===== src/rtl/sd_buf_pkg.sv =====
// Shared types and constants for the SD buffer RAM arbiter (sd_buf_arbiter).
package sd_buf_pkg;

  typedef enum logic [1:0] {
    IDLE  = 2'd0,
    ISSUE = 2'd1,
    ACK   = 2'd2,
    OWN   = 2'd3
  } sd_arb_state_e;

  localparam int SD_BUF_AW      = 10;
  localparam int SD_BUF_WIN_LSB = 12;

  localparam logic [1:0] GRANT_NONE = 2'b00;
  localparam logic [1:0] GRANT_M0   = 2'b01;
  localparam logic [1:0] GRANT_M1   = 2'b10;

  // On a tie the master that did not hold the port last time wins.
  function automatic logic [1:0] rrPick(input logic [1:0] req, input logic lastM1);
    logic [1:0] pick;
    if (req == 2'b11) begin
      pick = lastM1 ? GRANT_M0 : GRANT_M1;
    end else begin
      pick = req;
    end
    return pick;
  endfunction

endpackage


===== src/rtl/sd_rr_arb2.sv =====
// Two-input grant picker with last-owner history for sd_buf_arbiter.
// SD_ARB_FIXED_PRIO_EN selects fixed priority (m0 first) instead of round-robin.
module sd_rr_arb2
  import sd_buf_pkg::*;
(
  input  logic       clk_i,
  input  logic       rst_ni,
  input  logic [1:0] req_i,
  input  logic       update_i,
  input  logic       updM1_i,
  output logic [1:0] pick_o
);

  logic lastM1_q;

  // Records who owned the port when the grant is released; m1 after reset.
  always_ff @(posedge clk_i or negedge rst_ni) begin
    if (!rst_ni) begin
      lastM1_q <= 1'b1;
    end else if (update_i) begin
      lastM1_q <= updM1_i;
    end
  end

`ifdef SD_ARB_FIXED_PRIO_EN
  logic unusedLastM1;
  assign unusedLastM1 = lastM1_q;
  assign pick_o       = req_i[0] ? GRANT_M0 : {req_i[1], 1'b0};
`else
  assign pick_o = rrPick(req_i, lastM1_q);
`endif

endmodule


===== src/rtl/sd_buf_arbiter.sv =====
// Shares port B of the 1024x32 SD buffer RAM between two Wishbone-classic masters.
// Define SD_ARB_FIXED_PRIO_EN for fixed m0 priority with an uncapped m0 burst.
module sd_buf_arbiter
  import sd_buf_pkg::*;
#(
  parameter int unsigned MAX_BURST = 16,
  parameter int unsigned WIN_HI    = 31
) (
  input  logic                 clkCPU,
  input  logic                 globlRst,
  input  logic                 m0_cyc,
  input  logic                 m1_cyc,
  input  logic                 m0_stb,
  input  logic                 m1_stb,
  input  logic                 m0_we,
  input  logic                 m1_we,
  input  logic [3:0]           m0_sel,
  input  logic [3:0]           m1_sel,
  input  logic [31:0]          m0_adr,
  input  logic [31:0]          m1_adr,
  input  logic [31:0]          m0_dat_i,
  input  logic [31:0]          m1_dat_i,
  output logic [31:0]          m0_dat_o,
  output logic [31:0]          m1_dat_o,
  output logic                 m0_ack,
  output logic                 m1_ack,
  output logic                 m0_err,
  output logic                 m1_err,
  output logic                 buf_en,
  output logic [3:0]           buf_we,
  output logic [SD_BUF_AW-1:0] buf_addr,
  output logic [31:0]          buf_din,
  input  logic [31:0]          buf_dout,
  output logic [1:0]           grant
);

  localparam logic [7:0] MaxBurstC = 8'(MAX_BURST);

  sd_arb_state_e state_q;
  logic [1:0]    grant_q;
  logic [1:0]    ack_q;
  logic [1:0]    err_q;
  logic [7:0]    count_q;
  logic [31:0]   rdHold0_q;
  logic [31:0]   rdHold1_q;

  logic [1:0]    pick;
  logic          ownCyc;
  logic          ownStb;
  logic          ownWe;
  logic [3:0]    ownSel;
  logic [31:0]   ownAdr;
  logic [31:0]   ownDat;
  logic          inWindow;
  logic          capAllows;
  logic          relGrant;
  logic          unusedAdr;

  always_comb begin
    if (grant_q[1]) begin
      ownCyc = m1_cyc;
      ownStb = m1_stb;
      ownWe  = m1_we;
      ownSel = m1_sel;
      ownAdr = m1_adr;
      ownDat = m1_dat_i;
    end else begin
      ownCyc = m0_cyc;
      ownStb = m0_stb;
      ownWe  = m0_we;
      ownSel = m0_sel;
      ownAdr = m0_adr;
      ownDat = m0_dat_i;
    end
  end

  assign inWindow  = (ownAdr[WIN_HI:SD_BUF_WIN_LSB] == '0);
  assign unusedAdr = ^ownAdr[1:0];

`ifdef SD_ARB_FIXED_PRIO_EN
  assign capAllows = grant_q[0] || (count_q < MaxBurstC);
`else
  assign capAllows = (count_q < MaxBurstC);
`endif

  // The grant is given up either at the burst cap or when the owner drops cyc.
  assign relGrant = ((state_q == ACK) && !(ownCyc && capAllows)) ||
                    ((state_q == OWN) && !ownCyc);

  sd_rr_arb2 u_arb (
    .clk_i    (clkCPU),
    .rst_ni   (globlRst),
    .req_i    ({m1_cyc & m1_stb, m0_cyc & m0_stb}),
    .update_i (relGrant),
    .updM1_i  (grant_q[1]),
    .pick_o   (pick)
  );

  always_ff @(posedge clkCPU or negedge globlRst) begin
    if (!globlRst) begin
      state_q <= IDLE;
      grant_q <= GRANT_NONE;
      count_q <= '0;
      ack_q   <= 2'b00;
      err_q   <= 2'b00;
    end else begin
      ack_q <= 2'b00;
      err_q <= 2'b00;
      case (state_q)
        IDLE: begin
          if (pick != GRANT_NONE) begin
            grant_q <= pick;
            count_q <= '0;
            state_q <= ISSUE;
          end
        end
        ISSUE: begin
          if (inWindow) begin
            ack_q <= grant_q;
          end else begin
            err_q <= grant_q;
          end
          count_q <= count_q + 8'd1;
          state_q <= ACK;
        end
        ACK: begin
          if (ownCyc && capAllows) begin
            state_q <= OWN;
          end else begin
            state_q <= IDLE;
            grant_q <= GRANT_NONE;
          end
        end
        OWN: begin
          if (!ownCyc) begin
            state_q <= IDLE;
            grant_q <= GRANT_NONE;
          end else if (ownStb) begin
            state_q <= ISSUE;
          end
        end
        default: begin
          state_q <= IDLE;
          grant_q <= GRANT_NONE;
        end
      endcase
    end
  end

  // Read data stays visible after the ack so a slow master can still pick it up.
  always_ff @(posedge clkCPU or negedge globlRst) begin
    if (!globlRst) begin
      rdHold0_q <= '0;
      rdHold1_q <= '0;
    end else begin
      if (ack_q[0] && !m0_we) begin
        rdHold0_q <= buf_dout;
      end
      if (ack_q[1] && !m1_we) begin
        rdHold1_q <= buf_dout;
      end
    end
  end

  assign buf_en   = (state_q == ISSUE) && inWindow;
  assign buf_we   = (buf_en && ownWe) ? ownSel : 4'h0;
  assign buf_addr = ownAdr[SD_BUF_AW+1:2];
  assign buf_din  = ownDat;

  assign m0_ack   = ack_q[0];
  assign m1_ack   = ack_q[1];
  assign m0_err   = err_q[0];
  assign m1_err   = err_q[1];
  assign m0_dat_o = ack_q[0] ? buf_dout : rdHold0_q;
  assign m1_dat_o = ack_q[1] ? buf_dout : rdHold1_q;
  assign grant    = grant_q;

endmodule


===== config.mk =====
export PLATFORM = sky130hd
export DESIGN_NAME = sd_buf_arbiter
export DESIGN_NICKNAME = d
export VERILOG_FILES = /design/src/rtl/sd_buf_pkg.sv /design/src/rtl/sd_rr_arb2.sv /design/src/rtl/sd_buf_arbiter.sv
export SDC_FILE = /design/constraint.sdc
export NUM_CORES = 1
export LEC_CHECK = 0
export BUFFER_PORTS_ARGS = -buffer_cell sky130_fd_sc_hd__buf_4
export CAP_MARGIN = 10
export CORE_AREA = 2 2 112 114
export DETAILED_ROUTE_END_ITERATION = 16
export DIE_AREA = 0 0 114 116
export GPL_TIMING_DRIVEN = 0
export HOLD_SLACK_MARGIN = 0.08
export PLACE_DENSITY = 0.8
export SYNTH_ARGS = -nofsm -noshare
export SYNTH_HDL_FRONTEND = slang
export SYNTH_HIERARCHICAL = 1
export SYNTH_SLANG_ARGS = --single-unit

===== constraint.sdc =====
create_clock -name clkCPU -period 6.4 [get_ports clkCPU]
set_clock_uncertainty 0.15 [all_clocks]
set_input_delay 1.28 -clock clkCPU [delete_from_list [all_inputs] [get_ports clkCPU]]
set_output_delay 1.28 -clock clkCPU [all_outputs]
set_load 0.01 [all_outputs]

==> results.toml <==
[status]
outcome = "finished clean"

[drt]
drc = 0
ant_nets = 0
post_drt_wl_per_cell_um = 22.1
drtPass1Iterations = 6
drtIter0Drc = 171
totalWireLength_um = 18200
via_per_inst = 5.16
via_count = 4250

[synthesis]
synth_xor_area_share_pct = 0
syn-instance-count = 371
async_reset_ff_share_pct = 100
synth_area_leaders = "dfrtp_1 (43%), mux2_2 (40%), o21ai_0 (1.5%)"
synth_area_um2 = 4640
synth_compound_area_share_pct = 5.52
yosysTopAreaCellShare_pct = 43.1
syn_nets = 548
yosysWarnings = 6
synth_top_family_by_area = "multiplexers"
synth_ff_type = "dfrtp_1"
yosysSeqAreaShare_pct = 43.7
syn_avg_cell_area_um2 = 12.5
synth_cell_types = 37
synth_mux_area_share_pct = 42.8
synth_seq_cells = 81
yosys.area.top_type = "dfrtp_1"
synthSimpleGateAreaFrac_pct = 5.17
synthAdderAreaFrac_pct = 0.269
synth_edf_count = 0

[timing]
rsz0062_at_grt = "no"
setup_violations = 0
finalSetupTns_ns = 0
max_freq_mhz = 193
tightestPinTransition_ns = 1.01
hold_ws_ns = 0.334
finalMaxSlewViolations = 0
timing.final.crit_period_ns = 5.17
final_hold_viol_count = 0
fin_crit_sh_pct = 80.8
slew_headroom_pct = 32.9
setup_slack_ns = 1.23

[die]
fp.coreArea_um2 = 11900
io_pins = 293
fp.dieH_um = 116
rows = 40
dieArea_um2 = 13200
start_util_pct = 39.0
die_width_um = 114

[power]
power_density_nw_per_um2 = 233
peakVddDrop_mv = 0.137
power.static_leakage_nw = 3.80

[clock_tree]
cts_max_level = 3
clk_latency_ns = 0.33
cts_tree = "yes"
clkSinkCount = 81
post_cts_hold_buffer_count = 0
post_cts_buffers = 0
cts_root_buffer = "clkbuf_16"
cts_buffers = 9
cts.clk_slew.worst_paths_ns = 0.06
clockBufferDepth = 2
cts_resized = 0

[global_route]
grt_usage_pct = 27.7
antenna_found_initial = 1
grt_pass1_vias = 4526
grt_max_degree = 82
grt_pass1_wl_um = 27200
overflow = 0

[finish]
final_common_cell = "buf_4"
nFillCells = 981
final_cell_mix = "buf_4 (288), mux2_2 (165), dfrtp_1 (80), clkbuf_1 (19), o21ai_0 (14)"
layout.nets = 847
area_delta_synth_final_pct = 57.8
final_cell_count_no_fill = 823
drive_above_1_share_pct = 69.9

[place]
gp_congestion = 1.07
io_buffer_count = 288
post-dp-hpwl_um = 14900
place_ws_ns = 1.20
dp.cells = 806

[setup_path]
startpoint = "m0_adr[13]"
critPathLaunchType = "input pin"
critical_path_class = "in2out"
reg2reg_from = "grant[1]"
cp_max_fo = 9
rr_worst_depth = 4
end_kind = "primary output"
crit_required_ns = 4.97
arrival_ns = 3.74

[hold_path]
hold_class = "reg2reg"
worstHoldStart = "rdHold1_q[16]"
min_path_cells = 1

[job]
drv_cap = 0
==> per-stage QoR <==
step	area, um^2	utilization, %	total power (W)
floorplan	4640	-	0.000841
global placement	6990	58.7	0.00113
detailed placement	6990	58.7	0.00114
CTS	7330	61.5	0.00172
global route	7330	61.5	0.00178
finish	7330	61.5	0.00171
==> flip-flops by register name (all words and copies together), names as in the netlist <==
| name | cells |
|---|---|
| ack_q | 2 |
| u_arb/lastM1_q | 1 |
| grant | 2 |
| rdHold1_q | 32 |
| rdHold0_q | 32 |
| err_q | 2 |
| state_q | 2 |
| count_q | 8 |
==> cell type report <==
cell class	instances	area, um^2	area share, %
Tap cell	147	184	2.51
Buffer	28	106	1.45
Inverter	4	15.0	0.205
Timing Repair Buffer	288	2160	29.5
Clock inverter	5	104	1.42
Antenna cell	1	2.50	0.0341
Sequential cell	81	2030	27.7
Clock buffer	11	233	3.18
Multi-Input combinational cell	258	2490	34.0
==> worst paths after layout <==
check	to	slack, ns
max	buf_we[3]	1.23
min	rdHold1_q[16]	0.33
max reg2reg	err_q[1]	3.99
min reg2reg	rdHold1_q[16]	0.33
max in group asynchronous	count_q[0]	4.49
min in group asynchronous	rdHold0_q[20]	0.97
==> worst max-delay path, cell delays in order <==
cell	delay (ns)
buf_4	0.11
or4_1	0.50
or4_1	0.51
clkbuf_1	0.23
a2111oi_1	0.86
buf_4	0.25
==> logic make-up after synthesis <==
| logic type | Yosys count |
|---|---|
| compound gates | 39 |
| fa+ha+maj | 1 |
| mux | 177 |
| simple gates | 41 |
| flops | 81 |
| buf+inv | 32 |
==> report_power, final <==
part           leakage [nW]  internal (W)  switching, W  total (W)
Clock                 0.164      0.000381      0.000200   0.000581
Combinational          2.52      0.000285      0.000280   0.000565
Sequential             1.12      0.000538     0.0000246   0.000563
==> cells in the mapped netlist, types with 3 or more instances <==
cell type	count
mux2_2	165
nor2b_1	3
a2111oi_1	4
mux2_1	6
nor4_1	7
nand2_1	6
nand4_1	5
and2_1	3
o21ai_0	14
or4_1	4
dfrtp_1	80
buf_1	10
mux2i_1	6
a31oi_1	6
clkbuf_1	17
nor2_1	3
nand2b_1	3
a21oi_1	5
==> metal layers <==
metal	vias up	part of all wire [%]	global-route usage, %
li1	1983	-	-
met5	-	0	0
met1	2091	40	33.3
met2	165	51	50.0
met4	0	0.88	5.77
met3	11	7.3	7.64
Note: power is estimated with default switching activity, not from simulation.
